[src/rtl/axi4_aw_w_grant_sequencer_if.sv]
// AW/W control bundle between the master-side muxes and the grant sequencer.
// The "slave" modport is the sequencer's view. It receives requests and routes
// the write path. The "master" modport is the surrounding interconnect's view.
interface axi4_aw_w_grant_sequencer_if #(
    parameter int NUM_MASTERS = 9,
    parameter int ID_WIDTH    = 4
);
    localparam int SEL_W = $clog2(NUM_MASTERS);

    logic [NUM_MASTERS-1:0]          m_awvalid;
    logic [4*NUM_MASTERS-1:0]        m_awqos;
    logic [ID_WIDTH*NUM_MASTERS-1:0] m_awid;
    logic [NUM_MASTERS-1:0]          aw_grant;
    logic [SEL_W-1:0]                aw_sel;
    logic                            s_awvalid;
    logic                            s_awready;
    logic [3:0]                      aw_qos_o;
    logic [ID_WIDTH-1:0]             aw_id_o;
    logic                            s_wvalid;
    logic                            s_wready;
    logic                            s_wlast;
    logic [SEL_W-1:0]                w_sel;
    logic                            w_sel_valid;
    logic                            fifo_full;
    logic                            err_w_underflow;

    modport slave (
        input  m_awvalid, m_awqos, m_awid, s_awready, s_wvalid, s_wready, s_wlast,
        output aw_grant, aw_sel, s_awvalid, aw_qos_o, aw_id_o,
               w_sel, w_sel_valid, fifo_full, err_w_underflow
    );

    modport master (
        output m_awvalid, m_awqos, m_awid, s_awready, s_wvalid, s_wready, s_wlast,
        input  aw_grant, aw_sel, s_awvalid, aw_qos_o, aw_id_o,
               w_sel, w_sel_valid, fifo_full, err_w_underflow
    );
endinterface

[src/rtl/axi4_aw_w_grant_sequencer.sv]
// Per-slave write-path controller. It runs QoS + round-robin + aging arbitration
// for AW, holds the grant until the AW handshake, and keeps an in-order FIFO of
// AW winners so the W mux follows AW order burst by burst.
module axi4_aw_w_grant_sequencer #(
    parameter int NUM_MASTERS     = 9,
    parameter int ID_WIDTH        = 4,
    parameter int MAX_OUTSTANDING = 4,
    parameter int AGE_THRESHOLD   = 8
) (
    input  logic                       aclk,
    input  logic                       aresetn,
    axi4_aw_w_grant_sequencer_if.slave bus
);
    localparam int SEL_W = $clog2(NUM_MASTERS);
    localparam int SUM_W = SEL_W + 1;
    localparam int PTR_W = $clog2(MAX_OUTSTANDING);
    localparam int CNT_W = PTR_W + 1;
    localparam int AGE_W = 4;
    localparam int PRI_W = 5;

    localparam logic [AGE_W-1:0] AGE_MAX  = AGE_W'(AGE_THRESHOLD);
    localparam logic [PRI_W-1:0] PRI_AGED = PRI_W'(16);
    localparam logic [SEL_W-1:0] LAST_SEL = SEL_W'(NUM_MASTERS - 1);
    localparam logic [SUM_W-1:0] NM_SUM   = SUM_W'(NUM_MASTERS);
    localparam logic [CNT_W-1:0] CNT_FULL = CNT_W'(MAX_OUTSTANDING);

    typedef enum logic {
        IDLE  = 1'b0,
        GRANT = 1'b1
    } state_t;

    // Reset is asserted asynchronously and released on a clock edge
    logic [1:0] rst_sync;
    logic       rst_n;

    state_t              state;
    logic [NUM_MASTERS-1:0] aw_grant_q;
    logic [SEL_W-1:0]    aw_sel_q;
    logic [3:0]          aw_qos_q;
    logic [ID_WIDTH-1:0] aw_id_q;
    logic [SEL_W-1:0]    rr_ptr;
    logic [AGE_W-1:0]    age [NUM_MASTERS];

    logic [PRI_W-1:0]    eff_pri [NUM_MASTERS];
    logic [PRI_W-1:0]    best_pri;
    logic [SEL_W-1:0]    win_idx;
    logic                win_found;
    logic [SUM_W-1:0]    scan_sum;
    logic [SEL_W-1:0]    scan_idx;
    logic [3:0]          win_qos;
    logic [ID_WIDTH-1:0] win_id;
    logic                arb_go;

    logic                s_awvalid_int;
    logic                aw_push;
    logic                w_last_hs;
    logic                w_pop;

    logic [SEL_W-1:0]    fifo_mem [MAX_OUTSTANDING];
    logic [PTR_W-1:0]    wr_ptr;
    logic [PTR_W-1:0]    rd_ptr;
    logic [CNT_W-1:0]    count;
    logic                fifo_full_int;
    logic                fifo_nempty;
    logic                err_q;

    // Two-flop release of the internal reset
    always_ff @(posedge aclk or negedge aresetn) begin
        if (!aresetn) rst_sync <= 2'b00;
        else          rst_sync <= {rst_sync[0], 1'b1};
    end
    assign rst_n = rst_sync[1];

    // Effective priority: an aged-out master outranks every QoS level
    always_comb begin
        for (int i = 0; i < NUM_MASTERS; i++) begin
            eff_pri[i] = (age[i] == AGE_MAX) ? PRI_AGED : {1'b0, bus.m_awqos[4*i +: 4]};
        end
    end

    // Highest effective priority among current requesters
    always_comb begin
        best_pri = '0;
        for (int i = 0; i < NUM_MASTERS; i++) begin
            if (bus.m_awvalid[i] && (eff_pri[i] > best_pri)) best_pri = eff_pri[i];
        end
    end

    // Tie-break: first top-priority requester at or after rr_ptr, with wrap
    always_comb begin
        win_idx   = '0;
        win_found = 1'b0;
        scan_sum  = '0;
        scan_idx  = '0;
        for (int k = 0; k < NUM_MASTERS; k++) begin
            scan_sum = {1'b0, rr_ptr} + SUM_W'(k);
            if (scan_sum >= NM_SUM) scan_sum = scan_sum - NM_SUM;
            scan_idx = scan_sum[SEL_W-1:0];
            if (!win_found && bus.m_awvalid[scan_idx] && (eff_pri[scan_idx] == best_pri)) begin
                win_idx   = scan_idx;
                win_found = 1'b1;
            end
        end
    end

    // QoS/ID of the winner, captured into aw_qos_o/aw_id_o at grant
    always_comb begin
        win_qos = '0;
        win_id  = '0;
        for (int i = 0; i < NUM_MASTERS; i++) begin
            if (SEL_W'(i) == win_idx) begin
                win_qos = bus.m_awqos[4*i +: 4];
                win_id  = bus.m_awid[ID_WIDTH*i +: ID_WIDTH];
            end
        end
    end

    assign arb_go        = (state == IDLE) && (|bus.m_awvalid) && !fifo_full_int;
    assign s_awvalid_int = (state == GRANT) && bus.m_awvalid[aw_sel_q];
    assign aw_push       = s_awvalid_int && bus.s_awready;
    assign w_last_hs     = bus.s_wvalid && bus.s_wready && bus.s_wlast;
    assign w_pop         = w_last_hs && fifo_nempty;
    assign fifo_full_int = (count == CNT_FULL);
    assign fifo_nempty   = (count != '0);

    // Grant FSM: arbitrate in IDLE, hold the grant until the AW handshake
    always_ff @(posedge aclk or negedge rst_n) begin
        if (!rst_n) begin
            state      <= IDLE;
            aw_grant_q <= '0;
            aw_sel_q   <= '0;
            aw_qos_q   <= '0;
            aw_id_q    <= '0;
            rr_ptr     <= '0;
            for (int i = 0; i < NUM_MASTERS; i++) age[i] <= '0;
        end else begin
            case (state)
                IDLE: begin
                    if (arb_go) begin
                        state      <= GRANT;
                        aw_sel_q   <= win_idx;
                        aw_grant_q <= NUM_MASTERS'(1) << win_idx;
                        aw_qos_q   <= win_qos;
                        aw_id_q    <= win_id;
                        for (int i = 0; i < NUM_MASTERS; i++) begin
                            if (SEL_W'(i) == win_idx)  age[i] <= '0;
                            else if (bus.m_awvalid[i]) begin
                                if (age[i] != AGE_MAX) age[i] <= age[i] + 1'b1;
                            end
                            else                       age[i] <= '0;
                        end
                    end
                end
                GRANT: begin
                    if (aw_push) begin
                        state      <= IDLE;
                        aw_grant_q <= '0;
                        rr_ptr     <= (aw_sel_q == LAST_SEL) ? '0 : aw_sel_q + 1'b1;
                    end
                end
                default: state <= IDLE;
            endcase
        end
    end

    // W-routing FIFO pointers, occupancy and sticky underflow flag
    always_ff @(posedge aclk or negedge rst_n) begin
        if (!rst_n) begin
            wr_ptr <= '0;
            rd_ptr <= '0;
            count  <= '0;
            err_q  <= 1'b0;
        end else begin
            if (aw_push) wr_ptr <= wr_ptr + 1'b1;
            if (w_pop)   rd_ptr <= rd_ptr + 1'b1;
            case ({aw_push, w_pop})
                2'b10:   count <= count + 1'b1;
                2'b01:   count <= count - 1'b1;
                default: count <= count;
            endcase
            if (w_last_hs && !fifo_nempty) err_q <= 1'b1;
        end
    end

    // FIFO storage; stale contents are masked by the occupancy count
    always_ff @(posedge aclk) begin
        if (aw_push) fifo_mem[wr_ptr] <= aw_sel_q;
    end

    assign bus.aw_grant        = aw_grant_q;
    assign bus.aw_sel          = aw_sel_q;
    assign bus.s_awvalid       = s_awvalid_int;
    assign bus.aw_qos_o        = aw_qos_q;
    assign bus.aw_id_o         = aw_id_q;
    assign bus.w_sel           = fifo_nempty ? fifo_mem[rd_ptr] : '0;
    assign bus.w_sel_valid     = fifo_nempty;
    assign bus.fifo_full       = fifo_full_int;
    assign bus.err_w_underflow = err_q;
endmodule

[src/flat_wrapper.sv]
// flat-port wrapper written by rule: the top's interface ports become plain ports
module axi4_aw_w_grant_sequencer_flat 
#(
    parameter int NUM_MASTERS     = 9,
    parameter int ID_WIDTH        = 4,
    parameter int MAX_OUTSTANDING = 4,
    parameter int AGE_THRESHOLD   = 8
)
  (aclk, aresetn, bus_m_awvalid, bus_m_awqos, bus_m_awid, bus_s_awready, bus_s_wvalid, bus_s_wready, bus_s_wlast, bus_aw_grant, bus_aw_sel, bus_s_awvalid, bus_aw_qos_o, bus_aw_id_o, bus_w_sel, bus_w_sel_valid, bus_fifo_full, bus_err_w_underflow);
  axi4_aw_w_grant_sequencer_if #(.NUM_MASTERS(NUM_MASTERS), .ID_WIDTH(ID_WIDTH)) bus_i ();
  input  logic aclk;
  input  logic aresetn;
  input wire logic [$bits(bus_i.m_awvalid)-1:0] bus_m_awvalid;
  input wire logic [$bits(bus_i.m_awqos)-1:0] bus_m_awqos;
  input wire logic [$bits(bus_i.m_awid)-1:0] bus_m_awid;
  input wire logic [$bits(bus_i.s_awready)-1:0] bus_s_awready;
  input wire logic [$bits(bus_i.s_wvalid)-1:0] bus_s_wvalid;
  input wire logic [$bits(bus_i.s_wready)-1:0] bus_s_wready;
  input wire logic [$bits(bus_i.s_wlast)-1:0] bus_s_wlast;
  output wire logic [$bits(bus_i.aw_grant)-1:0] bus_aw_grant;
  output wire logic [$bits(bus_i.aw_sel)-1:0] bus_aw_sel;
  output wire logic [$bits(bus_i.s_awvalid)-1:0] bus_s_awvalid;
  output wire logic [$bits(bus_i.aw_qos_o)-1:0] bus_aw_qos_o;
  output wire logic [$bits(bus_i.aw_id_o)-1:0] bus_aw_id_o;
  output wire logic [$bits(bus_i.w_sel)-1:0] bus_w_sel;
  output wire logic [$bits(bus_i.w_sel_valid)-1:0] bus_w_sel_valid;
  output wire logic [$bits(bus_i.fifo_full)-1:0] bus_fifo_full;
  output wire logic [$bits(bus_i.err_w_underflow)-1:0] bus_err_w_underflow;
  assign bus_i.m_awvalid = bus_m_awvalid;
  assign bus_i.m_awqos = bus_m_awqos;
  assign bus_i.m_awid = bus_m_awid;
  assign bus_i.s_awready = bus_s_awready;
  assign bus_i.s_wvalid = bus_s_wvalid;
  assign bus_i.s_wready = bus_s_wready;
  assign bus_i.s_wlast = bus_s_wlast;
  assign bus_aw_grant = bus_i.aw_grant;
  assign bus_aw_sel = bus_i.aw_sel;
  assign bus_s_awvalid = bus_i.s_awvalid;
  assign bus_aw_qos_o = bus_i.aw_qos_o;
  assign bus_aw_id_o = bus_i.aw_id_o;
  assign bus_w_sel = bus_i.w_sel;
  assign bus_w_sel_valid = bus_i.w_sel_valid;
  assign bus_fifo_full = bus_i.fifo_full;
  assign bus_err_w_underflow = bus_i.err_w_underflow;
  axi4_aw_w_grant_sequencer #(.NUM_MASTERS(NUM_MASTERS), .ID_WIDTH(ID_WIDTH), .MAX_OUTSTANDING(MAX_OUTSTANDING), .AGE_THRESHOLD(AGE_THRESHOLD)) u_core (.aclk(aclk), .aresetn(aresetn), .bus(bus_i));
endmodule
[config.mk]
export PLATFORM = sky130hd
export DESIGN_NAME = axi4_aw_w_grant_sequencer_flat
export DESIGN_NICKNAME = d
export VERILOG_FILES = /design/src/rtl/axi4_aw_w_grant_sequencer_if.sv /design/src/rtl/axi4_aw_w_grant_sequencer.sv /design/src/flat_wrapper.sv
export SDC_FILE = /design/constraint.sdc
export NUM_CORES = 1
export LEC_CHECK = 0
export CELL_PAD_IN_SITES_DETAIL_PLACEMENT = 0
export CELL_PAD_IN_SITES_GLOBAL_PLACEMENT = 2
export CORE_MARGIN = 2
export CORE_UTILIZATION = 34
export DETAILED_ROUTE_END_ITERATION = 8
export GPL_ROUTABILITY_DRIVEN = 0
export HOLD_SLACK_MARGIN = 0.15
export PLACE_DENSITY = 0.9
export SLEW_MARGIN = 40
export SYNTH_ARGS = -nofsm -noshare
export SYNTH_HDL_FRONTEND = slang
export SYNTH_SLANG_ARGS = --single-unit
[constraint.sdc]
create_clock -name aclk -period 2.2 [get_ports aclk]
set_clock_uncertainty 0.05 [all_clocks]
set_input_delay 0.44 -clock aclk [delete_from_list [all_inputs] [get_ports aclk]]
set_output_delay 0.44 -clock aclk [all_outputs]
set_load 0.01 [all_outputs]
* Word level (Yosys, flattened, before mapping) *
Memories as Yosys holds them, arrays and structs flattened.
Cells that the tools add are included.

word-level totals
  flip-flop bits (word level) = 72
  bits in latches = 0
  bits in writable memories = 16
  memory bits (read-only) = 0
  input port bits = 87
  output and inout port bits = 29
  logic and storage cells = 357
  memories kept = 1

operators by class
  $add $sub $neg = 31
  multiply operators = 0
  divide/modulo/power cells = 0
  magnitude comparators = 37
  eq/ne operators = 50
  shifts and indexed selects = 1
  mux-type cells = 147
  bitwise operators = 10
  reduce and logical (&&, ||, !) cells = 60

memory list
  memory           words  width  read ports  clocked after memory_dff  write ports  line                             RTL
  u_core.fifo_mem  4      4      1           0                         1            axi4_aw_w_grant_sequencer.sv:59  logic [SEL_W-1:0] fifo_mem [MAX_OUTSTANDING];

operators with widths
  operator                                                                             number
  4-bit 2-to-1 mux                                                                     65
  5-bit binary-select mux with 4-bit select                                            9
  5-bit 2-to-1 mux                                                                     36
  4-bit by 5-bit less-than comparator with 1-bit output, second input constant         10
  5-bit == test                                                                        9
  5-bit greater-or-equal comparator, second input constant                             9
  4-bit inverter with 5-bit output                                                     9
  4-bit by 1-bit adder with 4-bit output, second input constant                        10
  1-bit binary-select mux with 4-bit select                                            10
  4-bit == test, second input constant                                                 10
  5-bit by 4-bit greater-or-equal comparator with 1-bit output, second input constant  8
  5-bit > comparator                                                                   8
  4-bit != test, second input constant                                                 9
  4-bit subtractor, second input constant                                              9
  1-bit logical AND                                                                    34
  3-bit by 1-bit != test with 1-bit output, second input constant                      9
  3-bit AND reduction                                                                  9
  1-bit 2-to-1 mux                                                                     22
  4-bit by 3-bit adder with 5-bit output, second input constant                        4
  9-bit 2-to-1 mux                                                                     2
  9-bit one-hot mux with 2 select lines                                                1
  3-bit by 4-bit == test with 1-bit output, first input constant                       4
  4-bit by 2-bit adder with 5-bit output, second input constant                        2
  1-bit zero test                                                                      10
  other kinds (24)                                                                     28

* Depth between registers and ports, before layout *
Gate-level depths: netlist (run 1).

  depth in word-level cells = 74
  depth in mapped cells = 93
  depth with buffers taken out = 85

* Worst setup path after synthesis (run 1) *
No wires, ideal clock.

  path kind = reg2reg
  start = register u_core.age[28] (netlist name)
  end = register u_core.aw_id_q[0] (netlist: u_core.bus.aw_id_o[0])
  library setup time = 0.132 ns
  data arrival time = 16.212 ns
  required time = 2.018 ns
  slack = -14.194 ns
  cell stages (with the launch flop) = 85
  path buffers = 7
  period minus slack after synthesis = 16.394 ns
  cells stage by stage = dfrtp_1 > inv_1 > ha_1 > nand3b_4 > clkbuf_1 > nand2_1 > clkbuf_1 > inv_1 > ha_1 > nand4_1 > o21a_1 > o21a_4 > mux2_4 > xnor2_2 > o31a_1 > nor2_2 > mux2_2 > ha_1 > [49 not listed] > clkbuf_1 > nor2_1 > nor2_1 > a21oi_1 > a2111oi_0 > o2111ai_1 > a211o_1 > a22oi_1 > nand2_1 > mux2_2 > o21ai_0 > a22oi_1 > o21ai_2 > and2_1 > buf_6 > mux2_4 > a221oi_1 > a21oi_1

on the way
  longest elaborated chain between the ends = 71
  elaborated cells between the ends (all ways) = 122
  those cells by class = 8 x order compare; 18 x eq/ne; 62 x mux; 34 x reduce/logical

ends and longest elaborated chain
  what                             line                              RTL
  start, declared                  axi4_aw_w_grant_sequencer.sv:42   logic [AGE_W-1:0] age [NUM_MASTERS];
  start signal, assigned by index  axi4_aw_w_grant_sequencer.sv:146  if (SEL_W'(i) == win_idx) age[i] <= '0;
  start signal, assigned by index  axi4_aw_w_grant_sequencer.sv:150  else age[i] <= '0;
  4-bit == test *                  axi4_aw_w_grant_sequencer.sv:77   eff_pri[i] = (age[i] == AGE_MAX) ? PRI_AGED : {1'b0, bus.m_awqos[4*i +: 4]};
  5-bit 2-to-1 mux *               axi4_aw_w_grant_sequencer.sv:77
  5-bit > comparator               axi4_aw_w_grant_sequencer.sv:85   if (bus.m_awvalid[i] && (eff_pri[i] > best_pri)) best_pri = eff_pri[i];
  1-bit logical AND                axi4_aw_w_grant_sequencer.sv:85
  5-bit 2-to-1 mux                 axi4_aw_w_grant_sequencer.sv:85
  5-bit > comparator               axi4_aw_w_grant_sequencer.sv:85
  1-bit logical AND                axi4_aw_w_grant_sequencer.sv:85
  5-bit 2-to-1 mux                 axi4_aw_w_grant_sequencer.sv:85
  [46 not listed]                  n/a
  1-bit logical AND (2 in a row)   axi4_aw_w_grant_sequencer.sv:99   if (!win_found && bus.m_awvalid[scan_idx] && (eff_pri[scan_idx] == best_pri)) begin
  1-bit 2-to-1 mux                 axi4_aw_w_grant_sequencer.sv:99
  1-bit zero test                  axi4_aw_w_grant_sequencer.sv:99
  1-bit logical AND (2 in a row)   axi4_aw_w_grant_sequencer.sv:99
  4-bit 2-to-1 mux *               axi4_aw_w_grant_sequencer.sv:99
  4-bit zero test                  axi4_aw_w_grant_sequencer.sv:111  if (SEL_W'(i) == win_idx) begin
  4-bit 2-to-1 mux (8 in a row)    axi4_aw_w_grant_sequencer.sv:111
  4-bit 2-to-1 mux *               axi4_aw_w_grant_sequencer.sv:111
  end signal, assigned             axi4_aw_w_grant_sequencer.sv:144  aw_id_q <= win_id;
  end, declared                    axi4_aw_w_grant_sequencer.sv:40   logic [ID_WIDTH-1:0] aw_id_q;

Every way passes the cells marked *; elsewhere a longest branch is shown, timed or not. The select of a mux whose other input is x is not followed.
A chain may end at the register's enable or synchronous reset.

* Worst setup path in the final report (run 1) *
  start = register u_core.age[33] (netlist name)
  end = register u_core.age[19] (netlist name)

on the way
  longest elaborated chain between the ends = 67
  elaborated cells between the ends (all ways) = 111
  those cells by class = 9 x order compare; 12 x eq/ne; 55 x mux; 35 x reduce/logical

ends and longest elaborated chain
  what                                                       line
  4-bit == test *                                            axi4_aw_w_grant_sequencer.sv:77
  5-bit 2-to-1 mux *                                         axi4_aw_w_grant_sequencer.sv:77
  5-bit by 1-bit > comparator with 1-bit output              axi4_aw_w_grant_sequencer.sv:85
  1-bit logical AND                                          axi4_aw_w_grant_sequencer.sv:85
  5-bit 2-to-1 mux                                           axi4_aw_w_grant_sequencer.sv:85
  5-bit > comparator                                         axi4_aw_w_grant_sequencer.sv:85
  1-bit logical AND                                          axi4_aw_w_grant_sequencer.sv:85
  5-bit 2-to-1 mux                                           axi4_aw_w_grant_sequencer.sv:85
  [49 not listed]                                            n/a
  1-bit logical AND (2 in a row)                             axi4_aw_w_grant_sequencer.sv:99
  1-bit 2-to-1 mux                                           axi4_aw_w_grant_sequencer.sv:99
  1-bit zero test                                            axi4_aw_w_grant_sequencer.sv:99
  1-bit logical AND (2 in a row)                             axi4_aw_w_grant_sequencer.sv:99
  4-bit 2-to-1 mux *                                         axi4_aw_w_grant_sequencer.sv:99
  3-bit by 4-bit == test with 1-bit output *                 axi4_aw_w_grant_sequencer.sv:146
  3-bit by 1-bit != test with 1-bit output (no source line)  n/a
  3-bit AND reduction (no source line)                       n/a

Marked as above.

==> impl_metrics.ini, run 1 <==
[layout]
sequential_standard_cell_area_sq_mm = 0.002288
num_antenna_cells = 0
final_net_count = 2667
drive_gt1_frac = 0.4815
areaGrowthSynthToFinish_pct = 66.44
final.fill_count = 3538
multi_input_area_sq_mm = 0.01296
post-route-cell-area_sq_mm = 0.02411
postLayoutCoreUtil = 0.5734

[sta]
worst_slack_ns = -13.36
final-max-slew-violation-count = 0
fmaxAchievable_mhz = 64.25
grt_setup_unrepaired = true
final-setup-viol-count = 61
timing_hold_violations_final = 0
slew-limit-headroom = 0.4219
post-route-min-period_ns = 15.56
post-route-period-util = 7.075
worst_slew_pin_slew_ns = 0.8672

[clock_network]
clk_pin_slew_ns = 0.07
cts_sinks = 88
cts_root_buf = sky130_fd_sc_hd__clkbuf_16
clockBufferDepth = 2
clk_latency_ns = 0.36
tritoncts = built
tritoncts.num_buffers = 9
ctsHtreeMaxLevel = 3

[die]
die-area_sq_mm = 0.04426
fp.dieH_um = 210.4
i_o_pin_cnt = 116
die_w_um = 210.4
floorplan_core_area_sq_mm = 0.04204
row_count = 75
initial_core_util = 0.3445

[setup_path]
worst_r2r_path_depth = 84
path_max_fanout = 7
crit_top_cell = sky130_fd_sc_hd__buf_4
timing.critical_path.slowest_stage_cell = sky130_fd_sc_hd__a221o_2
required_time_of_the_critical_path_ns = 2.40
worst_setup_path_endpoint = u_core.age[19]$_DFFE_PN0P_
worstSetupEndpointType = flip-flop
critPathMaxStageDelay_ns = 0.52
critPathArrivalTime_ns = 15.76
critical_path_class = reg2reg
crit-reg2reg-launch = u_core.age[33]$_DFFE_PN0P_
r2r_setup_slack_ns = -13.36
worst_setup_path_start_kind = flip-flop
worst_setup_path_startpoint = u_core.age[33]$_DFFE_PN0P_
r2r_end = u_core.age[19]$_DFFE_PN0P_

[synthesis]
yosysWarningCount = 0
synthSimpleGateAreaFrac = 0.1862
syn_nets = 1891
synth_compound_gate_area_share = 0.2540
post_synth_mux_area_share = 0.2468
synth.area.top_cells = sky130_fd_sc_hd__mux4_2 (17%), sky130_fd_sc_hd__dfrtp_1 (12%), sky130_fd_sc_hd__ha_1 (6.0%), sky130_fd_sc_hd__nand2_1 (5.2%), sky130_fd_sc_hd__mux2i_1 (5.1%)
synth_enable_flop_cells = 16
synth_cells = 1734
synthArstFlopShare = 0.8182
synthFlopType = sky130_fd_sc_hd__dfrtp_1
yosys.area_share.adder = 0.06514
netlist.top_cell.by_area = sky130_fd_sc_hd__mux4_2
cell_area_after_technology_mapping_sq_mm = 0.01448
netlist-cell-type-count = 107
synth.avg_cell_area_sq_um = 8.352
synth-xor-area-share = 0.03015
yosys.area.top_type_share = 0.1711
largest_family_of_logic_cells_by_synthesized_area = compound AO/OA/AOI/OAI gates
postSynthRegisterBits = 88
synth-seq-area-share = 0.1576

[global_routing]
grt_first_pass_wirelength_um = 110400
grt_antenna_before_repair = 1
first_global_vias = 19060
grtUsageMet2 = 0.5140
met3_layer_usage_reported_by_global_route = 0.09192
grt_usage = 0.3243
grt.met1_usage = 0.3860
grt_max_degree = 41
global_route.overflow_total = 0
globalRoute.busiestLayer = met2

[worst_hold_path]
min-delay-path-class = in2async

[status]
status = complete, but fails checks
failed_checks = setup timing

[placement]
placement.io_buffers = 115
place_area_sq_mm = 0.02150
placement.setup.worst_slack_ns = -13.58
detailed_place_hpwl_um = 55790

[route]
route.vias.total = 19100
drt_first_pass_iters = 7
routed_wl_um = 74230
drt-initial-drc-count = 2156
detail_route.drc_violations = 0
via_per_inst = 6.255
post_drt_wl_per_cell_um = 24.31
drt.antenna.violating_nets = 0

[job]
drv.max_cap_violation_count = 0
==> registers in the layout (all words and copies together), names as in the netlist, 2 cells and up <==
name,flops
u_core.rd_ptr,2
u_core.bus.aw_grant,9
u_core.count,3
u_core.wr_ptr,2
u_core.bus.aw_id_o,4
u_core.age,36
u_core.fifo_mem,16
u_core.rr_ptr,4
u_core.rst_sync,2
u_core.bus.aw_sel,4
u_core.bus.aw_qos_o,4
==> repair_timing <==
action,CTS,global route
pin swaps,95,79
resized for setup,192,152
hold endpoints to repair,0,0
gates cloned,4,0
hold buffers,0,0
buffers inserted,76,49
endpoints found under the setup margin,89,89
==> layout make-up <==
cell class,count,share of cell area
Sequential cell,88,0.09493
Timing Repair Buffer,893,0.3141
Clock buffer,9,0.009343
Tap cell,539,0.02798
Inverter,87,0.01386
Clock inverter,7,0.002180
Multi-Input combinational cell,1431,0.5376
==> per-stage QoR <==
stage | hold slack (ns) | TNS [ns] | cells
2_1_floorplan | 0.09441 | -721.63 | 1734
3_3_place_gp | 0.2417 | -747.85 | 2915
3_5_place_dp | 0.2546 | -779.30 | 2915
4_1_cts | 0.1892 | -736.56 | 3010
5_1_grt | 0.1945 | -778.41 | 3054
6_report | 0.1931 | -751.98 | 3054
==> cell families (layout without fill, tap and decap cells) <==
kind of cell	Yosys count	in the layout
AOI/OAI and AO/OA	530	530
xor gates and xnor gates	49	49
adders and majority gates	76	76
buffers and inverters	216	996
DFF	88	88
muxes	215	215
other	1	1
and+or+nand+nor	559	560
==> Yosys cell counts (all sizes together) (7+ instances only) <==
cell / instances
nor3: 47
a22o: 24
a221oi: 12
and3: 18
a211o: 9
clkbuf: 103
nor2: 116
and2: 28
nand2b: 9
a211oi: 12
o31ai: 7
nand2: 202
a22oi: 57
nor2b: 15
mux2: 31
nand4: 16
a21boi: 9
or3: 7
mux4: 110
inv: 82
dfrtp: 72
mux2i: 74
nor4: 16
xor2: 11
or2: 9
o221ai: 12
o22ai: 34
o211ai: 19
nand3: 58
a21oi: 114
a21o: 8
xnor2: 38
edfxtp: 16
o21ai: 113
o21a: 16
ha: 69
buf: 26
==> critical path: cells and delay by family (launching register included) <==
| kind | cells | cell delay (ns) |
|---|---|---|
| AOI/OAI and AO/OA | 34 | 6.58 |
| and+or+nand+nor | 26 | 3.37 |
| adders and majority gates | 10 | 2.81 |
| buffers and inverters | 10 | 1.34 |
| muxes | 3 | 0.71 |
| DFF | 1 | 0.39 |
| xor gates and xnor gates | 1 | 0.18 |
==> layer usage <==
metal / vias to the layer above / part of all wire
met5: - / 0.00030
met4: 2 / 0.086
met1: 9087 / 0.36
met2: 1343 / 0.44
li1: 8196 / -
met3: 475 / 0.11
==> layout by cell type (no fill, tap or decap), types with 18 or more instances in the layout <==
master	n
sky130_fd_sc_hd__and2_1	23
sky130_fd_sc_hd__buf_4	687
sky130_fd_sc_hd__o211ai_1	18
sky130_fd_sc_hd__dfrtp_1	69
sky130_fd_sc_hd__mux4_2	110
sky130_fd_sc_hd__nand3_1	45
sky130_fd_sc_hd__o21ai_1	33
sky130_fd_sc_hd__a22o_1	23
sky130_fd_sc_hd__a21oi_2	23
sky130_fd_sc_hd__ha_1	56
sky130_fd_sc_hd__mux2i_1	71
sky130_fd_sc_hd__xnor2_1	30
sky130_fd_sc_hd__mux2_2	19
sky130_fd_sc_hd__a21oi_1	87
sky130_fd_sc_hd__buf_6	60
sky130_fd_sc_hd__nor3_1	36
sky130_fd_sc_hd__clkdlybuf4s50_1	99
sky130_fd_sc_hd__nor2_1	89
sky130_fd_sc_hd__o21ai_0	58
sky130_fd_sc_hd__a22oi_1	55
sky130_fd_sc_hd__nand2_1	183
sky130_fd_sc_hd__o22ai_1	23
sky130_fd_sc_hd__buf_12	26
sky130_fd_sc_hd__inv_1	69
==> worst min path at each step <==
stage               cells past startpoint                          from                            to  slack (ns)
CTS                                     1                       aresetn  u_core.rst_sync[1]$_DFF_PN0_        0.19
global route                            1                       aresetn  u_core.rst_sync[0]$_DFF_PN0_        0.19
finish                                  1                       aresetn  u_core.rst_sync[0]$_DFF_PN0_        0.19
global placement                        0  u_core.rst_sync[1]$_DFF_PN0_    u_core.age[25]$_DFFE_PN0P_        0.24
floorplan                               0                       aresetn  u_core.rst_sync[0]$_DFF_PN0_        0.09
detailed placement                      0  u_core.rst_sync[1]$_DFF_PN0_    u_core.age[24]$_DFFE_PN0P_        0.25
Power of run 1 is left out: the tool's default activity adds up to more than one toggle a clock period on the data nets, which glitch-free logic cannot reach.
==> run 2, diff against run 1 <==
- CTS_BUF_LIST: default -> sky130_fd_sc_hd__clkbuf_4 sky130_fd_sc_hd__clkbuf_8 sky130_fd_sc_hd__clkbuf_16
- CTS_CLUSTER_DIAMETER: default -> 200
- HOLD_SLACK_MARGIN: 0.15 -> default
==> results of run 2 <==
Same layout as run 1: the final DEF is identical, and so are final timing and power.
Power of run 2 is left out for the same reason.
